### src/rtl/axi_bridge_ip_rx_pkg.sv
// axi_bridge_ip_rx_pkg: shared types and widths for the RX statistics block
package axi_bridge_ip_rx_pkg;
  typedef enum logic {IDLE, IN_FRAME} rx_stats_state_e;
  localparam int ACC_W = 16;
  localparam int PROTO_W = 16;
  localparam int STAT_OUT_W = 16;
endpackage

### src/rtl/axi_bridge_ip_rx_sat_cnt.sv
// axi_bridge_ip_rx_sat_cnt: saturating counter with sync clear that still absorbs this cycle's increment
module axi_bridge_ip_rx_sat_cnt #(
  parameter int W = 32,
  parameter int IW = 1
) (
  input  logic          clk_i,
  input  logic          rst_i,
  input  logic          clr_i,
  input  logic [IW-1:0] inc_i,
  output logic [W-1:0]  cnt_o
);
  localparam int SW = (W > IW ? W : IW) + 1;
  logic [W-1:0] r_cnt;
  logic [SW-1:0] w_sum;
  assign w_sum = SW'(clr_i ? {W{1'b0}} : r_cnt) + SW'(inc_i);
  assign cnt_o = r_cnt;
  always_ff @(posedge clk_i)
    if (rst_i) r_cnt <= '0;
    else r_cnt <= (w_sum > SW'({W{1'b1}})) ? {W{1'b1}} : w_sum[W-1:0];
endmodule

### src/rtl/axi_bridge_ip_rx_stats.sv
// axi_bridge_ip_rx_stats: RX frame/byte/error/drop/protocol counters with FIFO watermark
// and a snapshot/clear handshake for coherent software reads.
module axi_bridge_ip_rx_stats
  import axi_bridge_ip_rx_pkg::*;
#(
  parameter int FIFO_DEPTH = 16,
  parameter int BEAT_BYTES = 8,
  parameter int CNT_W = 32
) (
  input  logic                              clk_i,
  input  logic                              rst_i,
  input  logic                              beat_valid_i,
  input  logic                              beat_sof_i,
  input  logic                              beat_eof_i,
  input  logic [$clog2(BEAT_BYTES+1)-1:0]   beat_bytes_i,
  input  logic                              beat_err_i,
  input  logic                              drop_i,
  input  logic [$clog2(FIFO_DEPTH+1)-1:0]   fifo_level_i,
  input  logic                              snap_req_i,
  input  logic                              clr_i,
  output logic                              snap_ack_o,
  output logic [CNT_W-1:0]                  stat_rx_frames_o,
  output logic [CNT_W-1:0]                  stat_rx_bytes_o,
  output logic [CNT_W-1:0]                  stat_rx_err_frames_o,
  output logic [CNT_W-1:0]                  stat_rx_drop_beats_o,
  output logic [15:0]                       stat_rx_proto_err_o,
  output logic [15:0]                       stat_rx_fifo_level_o,
  output logic [15:0]                       stat_rx_fifo_hwm_o
);
  localparam int LW = $clog2(FIFO_DEPTH+1);
  rx_stats_state_e r_state;
  logic [ACC_W-1:0] r_acc, w_acc_sum, w_commit_bytes;
  logic [ACC_W:0] w_add;
  logic r_bad, r_ack, w_in, w_start, w_commit, w_bad, w_good, w_errf, w_proto;
  logic [LW-1:0] r_level, r_hwm, w_hwm_base;
  logic [CNT_W-1:0] w_frames, w_bytes, w_errs, w_drops;
  logic [PROTO_W-1:0] w_proto_cnt;
  logic [CNT_W-1:0] r_snap_frames, r_snap_bytes, r_snap_errs, r_snap_drops;
  logic [PROTO_W-1:0] r_snap_proto;
  assign w_in = r_state == IN_FRAME;
  assign w_start = beat_valid_i & beat_sof_i;
  // IDLE without SOF, or SOF while a frame is still open
  assign w_proto = beat_valid_i & (w_in == beat_sof_i);
  assign w_add = {1'b0, r_acc} + (ACC_W+1)'(beat_bytes_i);
  assign w_acc_sum = w_add[ACC_W] ? {ACC_W{1'b1}} : w_add[ACC_W-1:0];
  assign w_commit_bytes = beat_sof_i ? ACC_W'(beat_bytes_i) : w_acc_sum;
  assign w_commit = beat_valid_i & beat_eof_i & (beat_sof_i | w_in);
  assign w_bad = (beat_sof_i ? 1'b0 : r_bad) | drop_i | beat_err_i;
  assign w_good = w_commit & ~w_bad;
  assign w_errf = w_commit & w_bad;
  assign w_hwm_base = clr_i ? '0 : r_hwm;
  always_ff @(posedge clk_i)
    if (rst_i) begin
      r_state <= IDLE;
      r_acc <= '0;
      r_bad <= 1'b0;
    end else if (w_start) begin
      r_state <= beat_eof_i ? IDLE : IN_FRAME;
      r_acc <= ACC_W'(beat_bytes_i);
      r_bad <= drop_i;
    end else if (w_in) begin
      r_state <= (beat_valid_i & beat_eof_i) ? IDLE : IN_FRAME;
      r_acc <= beat_valid_i ? w_acc_sum : r_acc;
      r_bad <= r_bad | drop_i;
    end
  axi_bridge_ip_rx_sat_cnt #(.W(CNT_W), .IW(1)) u_frames (
    .clk_i(clk_i), .rst_i(rst_i), .clr_i(clr_i), .inc_i(w_good), .cnt_o(w_frames));
  axi_bridge_ip_rx_sat_cnt #(.W(CNT_W), .IW(ACC_W)) u_bytes (
    .clk_i(clk_i), .rst_i(rst_i), .clr_i(clr_i),
    .inc_i(w_good ? w_commit_bytes : {ACC_W{1'b0}}), .cnt_o(w_bytes));
  axi_bridge_ip_rx_sat_cnt #(.W(CNT_W), .IW(1)) u_errs (
    .clk_i(clk_i), .rst_i(rst_i), .clr_i(clr_i), .inc_i(w_errf), .cnt_o(w_errs));
  axi_bridge_ip_rx_sat_cnt #(.W(CNT_W), .IW(1)) u_drops (
    .clk_i(clk_i), .rst_i(rst_i), .clr_i(clr_i), .inc_i(drop_i), .cnt_o(w_drops));
  axi_bridge_ip_rx_sat_cnt #(.W(PROTO_W), .IW(1)) u_proto (
    .clk_i(clk_i), .rst_i(rst_i), .clr_i(clr_i), .inc_i(w_proto), .cnt_o(w_proto_cnt));
  // Snapshot samples counter registers before this edge, so a same-cycle clear reads pre-clear values
  always_ff @(posedge clk_i)
    if (rst_i) begin
      r_ack <= 1'b0;
      r_level <= '0;
      r_hwm <= '0;
      r_snap_frames <= '0;
      r_snap_bytes <= '0;
      r_snap_errs <= '0;
      r_snap_drops <= '0;
      r_snap_proto <= '0;
    end else begin
      r_ack <= snap_req_i;
      r_level <= fifo_level_i;
      r_hwm <= (fifo_level_i > w_hwm_base) ? fifo_level_i : w_hwm_base;
      if (snap_req_i) begin
        r_snap_frames <= w_frames;
        r_snap_bytes <= w_bytes;
        r_snap_errs <= w_errs;
        r_snap_drops <= w_drops;
        r_snap_proto <= w_proto_cnt;
      end
    end
  assign snap_ack_o = r_ack;
  assign stat_rx_frames_o = r_snap_frames;
  assign stat_rx_bytes_o = r_snap_bytes;
  assign stat_rx_err_frames_o = r_snap_errs;
  assign stat_rx_drop_beats_o = r_snap_drops;
  assign stat_rx_proto_err_o = r_snap_proto;
  assign stat_rx_fifo_level_o = STAT_OUT_W'(r_level);
  assign stat_rx_fifo_hwm_o = STAT_OUT_W'(r_hwm);
endmodule

### config.mk
export PLATFORM = sky130hd
export DESIGN_NAME = axi_bridge_ip_rx_stats
export DESIGN_NICKNAME = d
export VERILOG_FILES = /design/src/rtl/axi_bridge_ip_rx_pkg.sv /design/src/rtl/axi_bridge_ip_rx_sat_cnt.sv /design/src/rtl/axi_bridge_ip_rx_stats.sv
export SDC_FILE = /design/constraint.sdc
export NUM_CORES = 1
export LEC_CHECK = 0
export ABC_AREA = 1
export BUFFER_PORTS_ARGS = -buffer_cell sky130_fd_sc_hd__buf_2
export CORE_UTILIZATION = 50
export DETAILED_ROUTE_END_ITERATION = 16
export PLACE_DENSITY = 0.7
export SLEW_MARGIN = 20
export SYNTH_ARGS = -nofsm -noshare
export SYNTH_HDL_FRONTEND = slang
export SYNTH_SLANG_ARGS = --single-unit
### constraint.sdc
create_clock -name clk_i -period 12.15 [get_ports clk_i]
set_input_delay 3.645 -clock clk_i [delete_from_list [all_inputs] [get_ports clk_i]]
set_output_delay 3.645 -clock clk_i [all_outputs]
set_load 0.005 [all_outputs]
After elaboration in Yosys (flattened, before gate mapping):

Index checks and enable logic that the tools add are counted.

* magnitude comparators: 6
* bitwise operators: 11
* $add $sub $neg: 6
* multiplexer cells: 25
* equality and inequality tests: 1
* reductions and logical operators: 5

Operators by type and width (number)
* 32-bit 2-to-1 mux: 8
* 33-bit by 32-bit > comparator with 1-bit output, second input constant: 4
* 33-bit by 1-bit adder with 33-bit output: 3
* 16-bit 2-to-1 mux: 5
* 33-bit by 16-bit adder with 33-bit output: 1
* 16-bit by 4-bit adder with 17-bit output: 1
* 17-bit by 1-bit adder with 17-bit output: 1
* 17-bit by 16-bit > comparator with 1-bit output, second input constant: 1
* 4-bit 2-to-1 mux: 3
* 5-bit 2-to-1 mux: 2
* 1-bit 2-to-1 mux: 7
* 1-bit AND: 6
* 5-bit > comparator: 1
* 1-bit OR: 4
* 2-bit AND reduction: 2
* 2-bit nonzero test: 2
* 2-bit OR reduction: 1
* 1-bit equality test: 1
* 1-bit NOT: 1

* bits of input ports: 18
* register bits: 317

Depth between registers and ports, before layout:

Gate-level depths: netlist of run 1.

* depth after elaboration: 9
* gate-level depth with buffers: 24

By module:

A second synthesis of run 1 with hierarchy kept.

* cell total of the unflattened synthesis: 2664
* area, all modules: 18117.4 µm²

By module, submodules not included
* axi_bridge_ip_rx_stats: times used 1, cells each 969, sequential area each 3463.3 µm², area each 7079.3 µm²
* axi_bridge_ip_rx_sat_cnt at u_drops ...: times used 3, cells each 346, sequential area each 640.6 µm², area each 2332.2 µm²
* axi_bridge_ip_rx_sat_cnt at u_bytes: times used 1, cells each 504, sequential area each 640.6 µm², area each 2967.8 µm²
* axi_bridge_ip_rx_sat_cnt at u_proto: times used 1, cells each 153, sequential area each 320.3 µm², area each 1073.5 µm²

Worst setup path before layout of run 1:

No wires, ideal clock.

* path type: input to register
* from: input beat_bytes_i[0]
* to: register u_bytes.r_cnt[22], in the netlist u_bytes.cnt_o[22]
* path slack: 5313 ps
* setup time: 57 ps
* stages on the path: 24
* arrival: 6780 ps
* required time: 12093 ps
* path through: ha_1 -> fa_1 -> nand2_1 -> o21ai_1 -> nand3_1 -> nor2_1 -> nand2_1 -> clkbuf_1 -> a31oi_1 -> ha_1 -> inv_1 -> fa_1 -> inv_1 -> nand3_1 -> nand3_1 -> nand2_1 -> nand2_1 -> nand2_1 -> nand2_1 -> nand3_2 -> buf_6 -> nand3_1 -> nand2_1 -> inv_1

* word-level cells in the longest chain between the ends: 7

RTL lines
* start: declaration: line axi_bridge_ip_rx_stats.sv:15 `input logic [$clog2(BEAT_BYTES+1)-1:0] beat_bytes_i,`
* 16-bit by 4-bit adder with 17-bit output: line axi_bridge_ip_rx_stats.sv:44 `assign w_add = {1'b0, r_acc} + (ACC_W+1)'(beat_bytes_i);`
* 16-bit 2-to-1 mux: line axi_bridge_ip_rx_stats.sv:45 `assign w_acc_sum = w_add[ACC_W] ? {ACC_W{1'b1}} : w_add[ACC_W-1:0];`
* 16-bit 2-to-1 mux (*): line axi_bridge_ip_rx_stats.sv:46 `assign w_commit_bytes = beat_sof_i ? ACC_W'(beat_bytes_i) : w_acc_sum;`
* 16-bit 2-to-1 mux (*): line axi_bridge_ip_rx_stats.sv:70 `.inc_i(w_good ? w_commit_bytes : {ACC_W{1'b0}}), .cnt_o(w_bytes));`
* 33-bit by 16-bit adder with 33-bit output (*): line axi_bridge_ip_rx_sat_cnt.sv:15 `assign w_sum = SW'(clr_i ? {W{1'b0}} : r_cnt) + SW'(inc_i);`
* 33-bit by 32-bit > comparator with 1-bit output: line axi_bridge_ip_rx_sat_cnt.sv:19 `else r_cnt <= (w_sum > SW'({W{1'b1}})) ? {W{1'b1}} : w_sum[W-1:0];`
* 32-bit 2-to-1 mux (*): line axi_bridge_ip_rx_sat_cnt.sv:19
* end signal: assignment: line axi_bridge_ip_rx_sat_cnt.sv:19
* end: declaration: line axi_bridge_ip_rx_sat_cnt.sv:13 `logic [W-1:0] r_cnt;`

Mark *: on every way between the ends. The rest lies on a longest branch, timed or not.
A chain may end at the register's enable or synchronous reset.

Final worst setup path of run 1:

* from: input beat_bytes_i[0]
* to: register u_bytes.r_cnt[20], in the netlist u_bytes.cnt_o[20]

The elaborated chain is that of the path after synthesis.

==> results.sh, run 1 <==
export IMPL_finalSetupViolations=0
export IMPL_layout_worst_path_cycle_share_pct=62.07
export IMPL_timing_hold_worst_start="u_errs.cnt_o[28]"
export IMPL_critical_path_reg2reg_startpoint="r_acc[0]"
export IMPL_core_rowCount=66
export IMPL_critical_path_startpoint_type="input port"
export IMPL_postSynthCellCount=2361
export IMPL_timing_max_slew_rel_slack_pct=31.67
export IMPL_first_global_vias=14610
export IMPL_cp_cell_sequence="buf_2 > ha_1 > fa_1 > nand2_1 > o21ai_1 > nand3_1 > nor2_1 > nand2_1 > a31oi_1 > ha_1 > inv_1 > fa_1 > inv_1 > nand3_1 > nand3_1 > nand2_1 > nand2_1 > nand2_1 > nand2_1 > nand3_2 > nand3_1 > nand2_1 > inv_1"
export IMPL_place_ws_ns=4.240
export IMPL_worstHoldPathType="reg -> reg"
export IMPL_cts_reportedPaths_clkPinSlew_ns=0.06
export IMPL_layout_core_utilization_pct=57.15
export IMPL_io_pins=195
export IMPL_routed_vias_inst=5.230
export IMPL_clk_root_buffer_cell="sky130_fd_sc_hd__clkbuf_16"
export IMPL_achievable_frequency_mhz=132.6
export IMPL_ff2ff_setup_slack_ns=7.50
export IMPL_grt_setup_unrepaired="false"
export IMPL_post_synth_cell_area_avg_um2=7.026
export IMPL_postSynthRegisterBits=317
export IMPL_post_synthesis_xor_xnor_area_fraction_pct=5.174
export IMPL_post_synth_fa_ha_maj_area_fraction_pct=2.806
export IMPL_wirelength_um=44750
export IMPL_gp_congestion=0.9598
export IMPL_drt_antenna_violating_nets=0
export IMPL_synthFlopType="sky130_fd_sc_hd__dfxtp_1"
export IMPL_criticalPathCategory="in -> reg"
export IMPL_synth_async_reset_ratio_pct=0
export IMPL_antenna_found_initial=0
export IMPL_die_w_um=184.1
export IMPL_path_max_fanout=23
export IMPL_post_route_hold_slack_ns=0.4646
export IMPL_layout_drive_gt1_share_pct=14.50
export IMPL_cell_occurring_most_often_along_the_worst_timing_path="sky130_fd_sc_hd__nand2_1"
export IMPL_crit_end="u_bytes.cnt_o[20]"
export IMPL_place_hpwl_um=31920
export IMPL_worst_case_clock_buffer_depth=3
export IMPL_portBuffers=172
export IMPL_cp_data_required_time_ns=12.60
export IMPL_stdcell_count=2946
export IMPL_cts_buffers_inserted=35
export IMPL_timing_startpoint_of_the_critical_path="beat_bytes_i[0]"
export IMPL_cts_tree="yes"
export IMPL_ys_seq_area_share_pct=38.26
export IMPL_netlist_area_before_placement_um2=16590
export IMPL_power_static_leakage_nw=7.532
export IMPL_wire_length_of_the_first_global_routing_pass_um=72600
export IMPL_maximum_number_of_pins_on_one_net_before_global_route_repair=121
export IMPL_globalRouteOverflowTotal=0
export IMPL_synthMuxAreaShare_pct=0
export IMPL_totalNegativeSetupSlack_ns=0
export IMPL_area_delta_synth_final_pct=12.38
export IMPL_peakVddDrop_v=0.00009610
export IMPL_totalPowerFinal_mw=2.317
export IMPL_initial_utilization_pct=50.86
export IMPL_worst_path_bufs_invs=4
export IMPL_post_place_cells=2885
export IMPL_fill_cells=3114
export IMPL_nNetsFinal=2534
export IMPL_synth_enable_flop_cells=0
export IMPL_gr_usage_all_layers_pct=26.30
export IMPL_synth_top_family_by_area="simple AND/OR/NAND/NOR gates"
export IMPL_clk_insertion_delay_late_ns=0.52
export IMPL_yosys_warnings=0
export IMPL_cp_slowest_stage_delay_ns=0.49
export IMPL_cts_resized=0
export IMPL_placed_cell_area_um2=17470
export IMPL_compound_gate_portion_of_the_synthesized_area_pct=15.17
export IMPL_die_area_um2=33910
export IMPL_worst_path_max_delay_cell="sky130_fd_sc_hd__nand2_1"
export IMPL_drt_wirelength_per_cell_um=15.19
export IMPL_cts_h_tree_lvls=2
export IMPL_core_um2=32620
export IMPL_drt_iter0_drc=938
export IMPL_power_per_cell_area_nw_per_um2=124.3
export IMPL_post_cts_setup_buffers=0
export IMPL_critical_path_top_delay_family="simple AND/OR/NAND/NOR gates"
export IMPL_reg2regPathDepth=22
export IMPL_clock_skew_final_ns=0.01918
export IMPL_design_area_um2=18640
export IMPL_reg2reg_capture_point="u_bytes.cnt_o[20]"
export IMPL_critical_path_depth=23
export IMPL_yosysUniqueCellTypes=46
export IMPL_synth_simple_gate_area_share_pct=27.89
export IMPL_setup_worst_path_end_class="flip-flop"
export IMPL_dr_total_vias=15410
export IMPL_tightest_slew_ns=1.024
export IMPL_multi_input_area_um2=8549
export IMPL_regArea_um2=6346
export IMPL_die_h_um=184.1
export IMPL_finalMaxSlewViolations=0
export IMPL_drcViolationCount=0
export IMPL_max_cap_viol_count=0
export IMPL_clkSinkCount=317
export IMPL_n_antenna_cell=0
export IMPL_post_route_worst_setup_slack_ns=4.609
export IMPL_cts_hold_buffers_added=0
export IMPL_result_of_the_run="finished clean"
export IMPL_hold_violations=0
export IMPL_first_pass_iters=5
export IMPL_timing_final_crit_period_ns=7.541
export IMPL_cp_data_arrival_time_ns=7.99
## logic make-up after synthesis
kind of cell / count (synthesis)
other: 1
AOI/OAI and AO/OA: 469
DFF: 317
and+or+nand+nor: 1034
adders and majority gates: 36
buffers and inverters: 406
xor gates and xnor gates: 98
## cells in the mapped netlist (4+ instances only)
master / number / area, µm²
sky130_fd_sc_hd__buf_1: 7 / 26.28
sky130_fd_sc_hd__clkbuf_1: 60 / 225.2
sky130_fd_sc_hd__a31oi_1: 8 / 50.05
sky130_fd_sc_hd__nand3_2: 9 / 90.09
sky130_fd_sc_hd__o21bai_1: 4 / 30.03
sky130_fd_sc_hd__a21oi_2: 33 / 289.0
sky130_fd_sc_hd__nand2_2: 13 / 81.33
sky130_fd_sc_hd__nor4_1: 5 / 31.28
sky130_fd_sc_hd__o21ai_0: 175 / 875.8
sky130_fd_sc_hd__nand4_1: 26 / 162.7
sky130_fd_sc_hd__nor2_4: 19 / 214.0
sky130_fd_sc_hd__a21oi_1: 239 / 1196
sky130_fd_sc_hd__o211ai_1: 4 / 30.03
sky130_fd_sc_hd__inv_1: 282 / 1059
sky130_fd_sc_hd__nand3_1: 103 / 515.5
sky130_fd_sc_hd__nor2_2: 24 / 150.1
sky130_fd_sc_hd__nor3_2: 19 / 190.2
sky130_fd_sc_hd__nand2_1: 459 / 1723
sky130_fd_sc_hd__nand3b_1: 9 / 67.56
sky130_fd_sc_hd__xnor2_1: 34 / 297.8
sky130_fd_sc_hd__buf_4: 24 / 180.2
sky130_fd_sc_hd__buf_6: 13 / 146.4
sky130_fd_sc_hd__buf_2: 13 / 65.06
sky130_fd_sc_hd__nor3_1: 18 / 90.09
sky130_fd_sc_hd__nor2_1: 321 / 1205
sky130_fd_sc_hd__dfxtp_1: 317 / 6346
sky130_fd_sc_hd__xor2_1: 64 / 560.5
sky130_fd_sc_hd__ha_1: 34 / 425.4
## final cells by class
type                    instances  share of cell area [%]
repair buffers                181                   5.041
flip-flops and latches        317                   34.04
well taps                     442                   2.967
clock inverters                13                   1.000
multi-input cells            1659                   45.86
inverters                     286                   5.799
clock buffers                  48                   5.289
## registers in the layout, indices dropped and copies added (netlist names)
register              flops
stat_rx_err_frames_o     32
u_bytes.cnt_o            32
u_errs.cnt_o             32
u_proto.cnt_o            16
r_bad                     1
r_level                   5
r_hwm                     5
stat_rx_proto_err_o      16
stat_rx_frames_o         32
r_state                   1
u_frames.cnt_o           32
stat_rx_bytes_o          32
stat_rx_drop_beats_o     32
u_drops.cnt_o            32
snap_ack_o                1
r_acc                    16
## placed cells by master (no fill, tap or decap), types with 5 or more instances in the layout
master / instances
sky130_fd_sc_hd__nor2_4: 19
sky130_fd_sc_hd__conb_1: 22
sky130_fd_sc_hd__a31oi_1: 8
sky130_fd_sc_hd__buf_2: 169
sky130_fd_sc_hd__nor2_1: 321
sky130_fd_sc_hd__nor2_2: 24
sky130_fd_sc_hd__clkinv_2: 5
sky130_fd_sc_hd__dfxtp_1: 317
sky130_fd_sc_hd__nand2_1: 459
sky130_fd_sc_hd__buf_4: 11
sky130_fd_sc_hd__nand4_1: 26
sky130_fd_sc_hd__nand3_2: 9
sky130_fd_sc_hd__clkbuf_1: 8
sky130_fd_sc_hd__a21oi_2: 33
sky130_fd_sc_hd__nand2_2: 13
sky130_fd_sc_hd__xnor2_1: 34
sky130_fd_sc_hd__nor3_1: 18
sky130_fd_sc_hd__a21oi_1: 239
sky130_fd_sc_hd__nand3_1: 103
sky130_fd_sc_hd__ha_1: 34
sky130_fd_sc_hd__nor4_1: 5
sky130_fd_sc_hd__xor2_1: 64
sky130_fd_sc_hd__inv_1: 281
sky130_fd_sc_hd__clkbuf_16: 36
sky130_fd_sc_hd__nor3_2: 19
sky130_fd_sc_hd__o21ai_0: 175
sky130_fd_sc_hd__nand3b_1: 9
## per-layer routing
layer | GRT usage [%] | routed length [µm] | vias up
li1 | - | - | 7760
met1 | 35.14 | 20530 | 7112
met2 | 42.85 | 20460 | 438
met3 | 3.675 | 2300 | 97
met4 | 10.17 | 1459 | 0
met5 | 0 | 0 | -
## worst min path at each step
stage,end,slack [ns],depth (start not counted)
2_1_floorplan,stat_rx_frames_o[27],0.43,2
3_3_place_gp,stat_rx_bytes_o[27],0.45,2
3_5_place_dp,stat_rx_drop_beats_o[0],0.46,2
4_1_cts,stat_rx_proto_err_o[12],0.46,2
5_1_grt,stat_rx_err_frames_o[28],0.49,2
6_report,stat_rx_err_frames_o[28],0.46,2
## report_power, final
part | switching (mW) | leakage [nW] | internal, mW | total (mW)
Clock | 0.433 | 0.574 | 0.656 | 1.09
Sequential | 0.0166 | 2.58 | 1.07 | 1.09
Combinational | 0.0954 | 4.37 | 0.0466 | 0.142
## worst min-delay path: cells and delay by family, from the launching register on
family                 cells  cell delay, ns
AO/OA/AOI/OAI              1            0.06
buffers and inverters      1            0.06
flip-flops                 1            0.29
Power figures use the tool's default switching activity.
==> run 2, diff against run 1 <==
==> constraint.sdc (replaced) <==
create_clock -name clk_i -period 7.45 [get_ports clk_i]
set_input_delay 2.235 -clock clk_i [delete_from_list [all_inputs] [get_ports clk_i]]
set_output_delay 2.235 -clock clk_i [all_outputs]
set_load 0.005 [all_outputs]
==> results.sh, run 2 (synthesis results as in run 1) <==
export IMPL_clock_skew_final_ns=0.02048
export IMPL_maximum_number_of_pins_on_one_net_before_global_route_repair=106
export IMPL_timing_max_slew_rel_slack_pct=29.02
export IMPL_first_global_vias=14500
export IMPL_finalMaxSlewViolations=0
export IMPL_reg2reg_capture_point="u_bytes.cnt_o[22]"
export IMPL_hold_violations=0
export IMPL_critical_path_startpoint_type="input port"
export IMPL_leading_cell_type_in_the_layout_fill_and_taps_excluded="sky130_fd_sc_hd__nand2_1"
export IMPL_die_h_um=184.1
export IMPL_reg2regPathDepth=22
export IMPL_critical_path_reg2reg_startpoint="r_acc[0]"
export IMPL_cp_data_required_time_ns=7.90
export IMPL_timing_hold_worst_start="u_bytes.cnt_o[15]"
export IMPL_peakVddDrop_v=0.0001663
export IMPL_holdPathStages=2
export IMPL_gp_congestion=0.9370
export IMPL_totalNegativeSetupSlack_ns=0
export IMPL_design_area_um2=18600
export IMPL_result_of_the_run="finished clean"
export IMPL_clkSinkCount=317
export IMPL_placed_cell_area_um2=17470
export IMPL_nNetsFinal=2535
export IMPL_finalSetupViolations=0
export IMPL_grt_setup_unrepaired="false"
export IMPL_cts_tree="yes"
export IMPL_layout_drive_gt1_share_pct=14.34
export IMPL_tightest_slew_ns=1.065
export IMPL_hold_path_endpoint="stat_rx_bytes_o[15]"
export IMPL_routed_vias_inst=5.188
export IMPL_power_per_cell_area_nw_per_um2=199.9
export IMPL_fill_cells=3148
export IMPL_gr_usage_all_layers_pct=25.88
export IMPL_wirelength_um=43870
export IMPL_layout_worst_path_cycle_share_pct=77.14
export IMPL_criticalPathCategory="in -> reg"
export IMPL_worst_case_clock_buffer_depth=3
export IMPL_cts_h_tree_lvls=2
export IMPL_dr_total_vias=15280
export IMPL_max_cap_viol_count=0
export IMPL_drt_antenna_violating_nets=0
export IMPL_area_delta_synth_final_pct=12.13
export IMPL_n_antenna_cell=0
export IMPL_cp_data_arrival_time_ns=6.20
export IMPL_cts_buffers_inserted=36
export IMPL_drcViolationCount=0
export IMPL_path_max_fanout=12
export IMPL_core_um2=32620
export IMPL_globalRouteOverflowTotal=0
export IMPL_core_rowCount=66
export IMPL_worstHoldPathType="reg -> reg"
export IMPL_wire_length_of_the_first_global_routing_pass_um=72000
export IMPL_power_static_leakage_nw=7.507
export IMPL_antenna_found_initial=0
export IMPL_clk_root_buffer_cell="sky130_fd_sc_hd__clkbuf_16"
export IMPL_clk_insertion_delay_late_ns=0.51
export IMPL_cts_reportedPaths_clkPinSlew_ns=0.06
export IMPL_initial_utilization_pct=50.86
export IMPL_die_w_um=184.1
export IMPL_portBuffers=172
export IMPL_io_pins=195
export IMPL_setup_worst_path_end_class="flip-flop"
export IMPL_post_cts_setup_buffers=0
export IMPL_timing_final_crit_period_ns=5.747
export IMPL_cts_hold_buffers_added=0
export IMPL_most_common_layout_cells="sky130_fd_sc_hd__nand2_1 (459), sky130_fd_sc_hd__nor2_1 (321), sky130_fd_sc_hd__dfxtp_1 (317)"
export IMPL_first_pass_iters=9
export IMPL_cts_resized=0
export IMPL_ff2ff_setup_slack_ns=3.22
export IMPL_die_area_um2=33910
export IMPL_achievable_frequency_mhz=174.0
export IMPL_place_hpwl_um=31780
export IMPL_drt_iter0_drc=973
export IMPL_drt_wirelength_per_cell_um=14.90
-- run 2: cell count changes in the layout (fill, tap and decap cells not counted), sizes merged --
cell	before	now
bufinv	4	2
clkbuf	48	53
clkinv	7	2
inv	287	288
-- run 2: worst max-delay path: stages --
cell,delay (ns)
sky130_fd_sc_hd__buf_2,0.11
sky130_fd_sc_hd__ha_1,0.19
sky130_fd_sc_hd__fa_1,0.21
sky130_fd_sc_hd__nand2_1,0.10
sky130_fd_sc_hd__o21ai_1,0.42
sky130_fd_sc_hd__nand3_1,0.16
sky130_fd_sc_hd__nor2_1,0.20
sky130_fd_sc_hd__nand2_1,0.28
sky130_fd_sc_hd__a31oi_1,0.25
sky130_fd_sc_hd__ha_1,0.22
sky130_fd_sc_hd__inv_1,0.06
sky130_fd_sc_hd__fa_1,0.39
sky130_fd_sc_hd__inv_1,0.10
sky130_fd_sc_hd__nand3_1,0.07
sky130_fd_sc_hd__nand3_1,0.16
sky130_fd_sc_hd__nand2_1,0.08
sky130_fd_sc_hd__nand2_1,0.12
sky130_fd_sc_hd__nand2_1,0.06
sky130_fd_sc_hd__nand2_1,0.21
sky130_fd_sc_hd__nand3_2,0.28
sky130_fd_sc_hd__nand3_1,0.16
sky130_fd_sc_hd__nand2_1,0.06
sky130_fd_sc_hd__inv_1,0.07
-- run 2: cell type report --
type / instances / area, µm² / share of cell area (%)
multi-input combinational: 1659 / 8549 / 45.96
sequential: 317 / 6346 / 34.12
inverter: 286 / 1081 / 5.812
clock buffer: 53 / 1036 / 5.570
timing repair buffer: 181 / 939.7 / 5.052
tap: 442 / 553.0 / 2.973
clock inverter: 7 / 95.09 / 0.5112
-- run 2: per-stage QoR --
step | total power [mW] | setup WS (ns) | std cells | hold slack (ns) | util [%]
global placement | 2.034 | 1.441 | 2885 | 0.4528 | 53.56
floorplan | 1.960 | 2.023 | 2382 | 0.4282 | -
global route | 3.852 | 1.233 | 2945 | 0.4861 | 57.02
CTS | 3.752 | 1.752 | 2945 | 0.4701 | 57.02
finish | 3.717 | 1.703 | 2945 | 0.4670 | 57.02
detailed placement | 2.040 | 1.216 | 2885 | 0.4523 | 53.56
-- run 2: worst max-delay path by stage --
stage	end	cells past startpoint	start	slack (ns)
2_1_floorplan	u_bytes.cnt_o[22]	24	beat_bytes_i[0]	2.02
3_3_place_gp	u_bytes.cnt_o[20]	23	beat_bytes_i[0]	1.44
3_5_place_dp	u_bytes.cnt_o[22]	23	beat_bytes_i[0]	1.22
4_1_cts	u_bytes.cnt_o[22]	23	beat_bytes_i[0]	1.75
5_1_grt	u_bytes.cnt_o[22]	23	beat_bytes_i[0]	1.23
6_report	u_bytes.cnt_o[22]	23	beat_bytes_i[0]	1.70
-- run 2: layer usage --
| layer | GRT usage [%] | share of wire (%) | up-vias |
|---|---|---|---|
| met5 | 0 | 0 | - |
| met4 | 7.567 | 2.2 | 0 |
| met3 | 3.339 | 4.5 | 64 |
| met2 | 43.65 | 47 | 373 |
| met1 | 34.45 | 46 | 7093 |
| li1 | - | - | 7749 |
-- run 2: power breakdown --
group	internal (mW)	switching [mW]
registers	1.75	0.0271
logic	0.0757	0.156
clock network	1.03	0.683
total	2.85	0.866
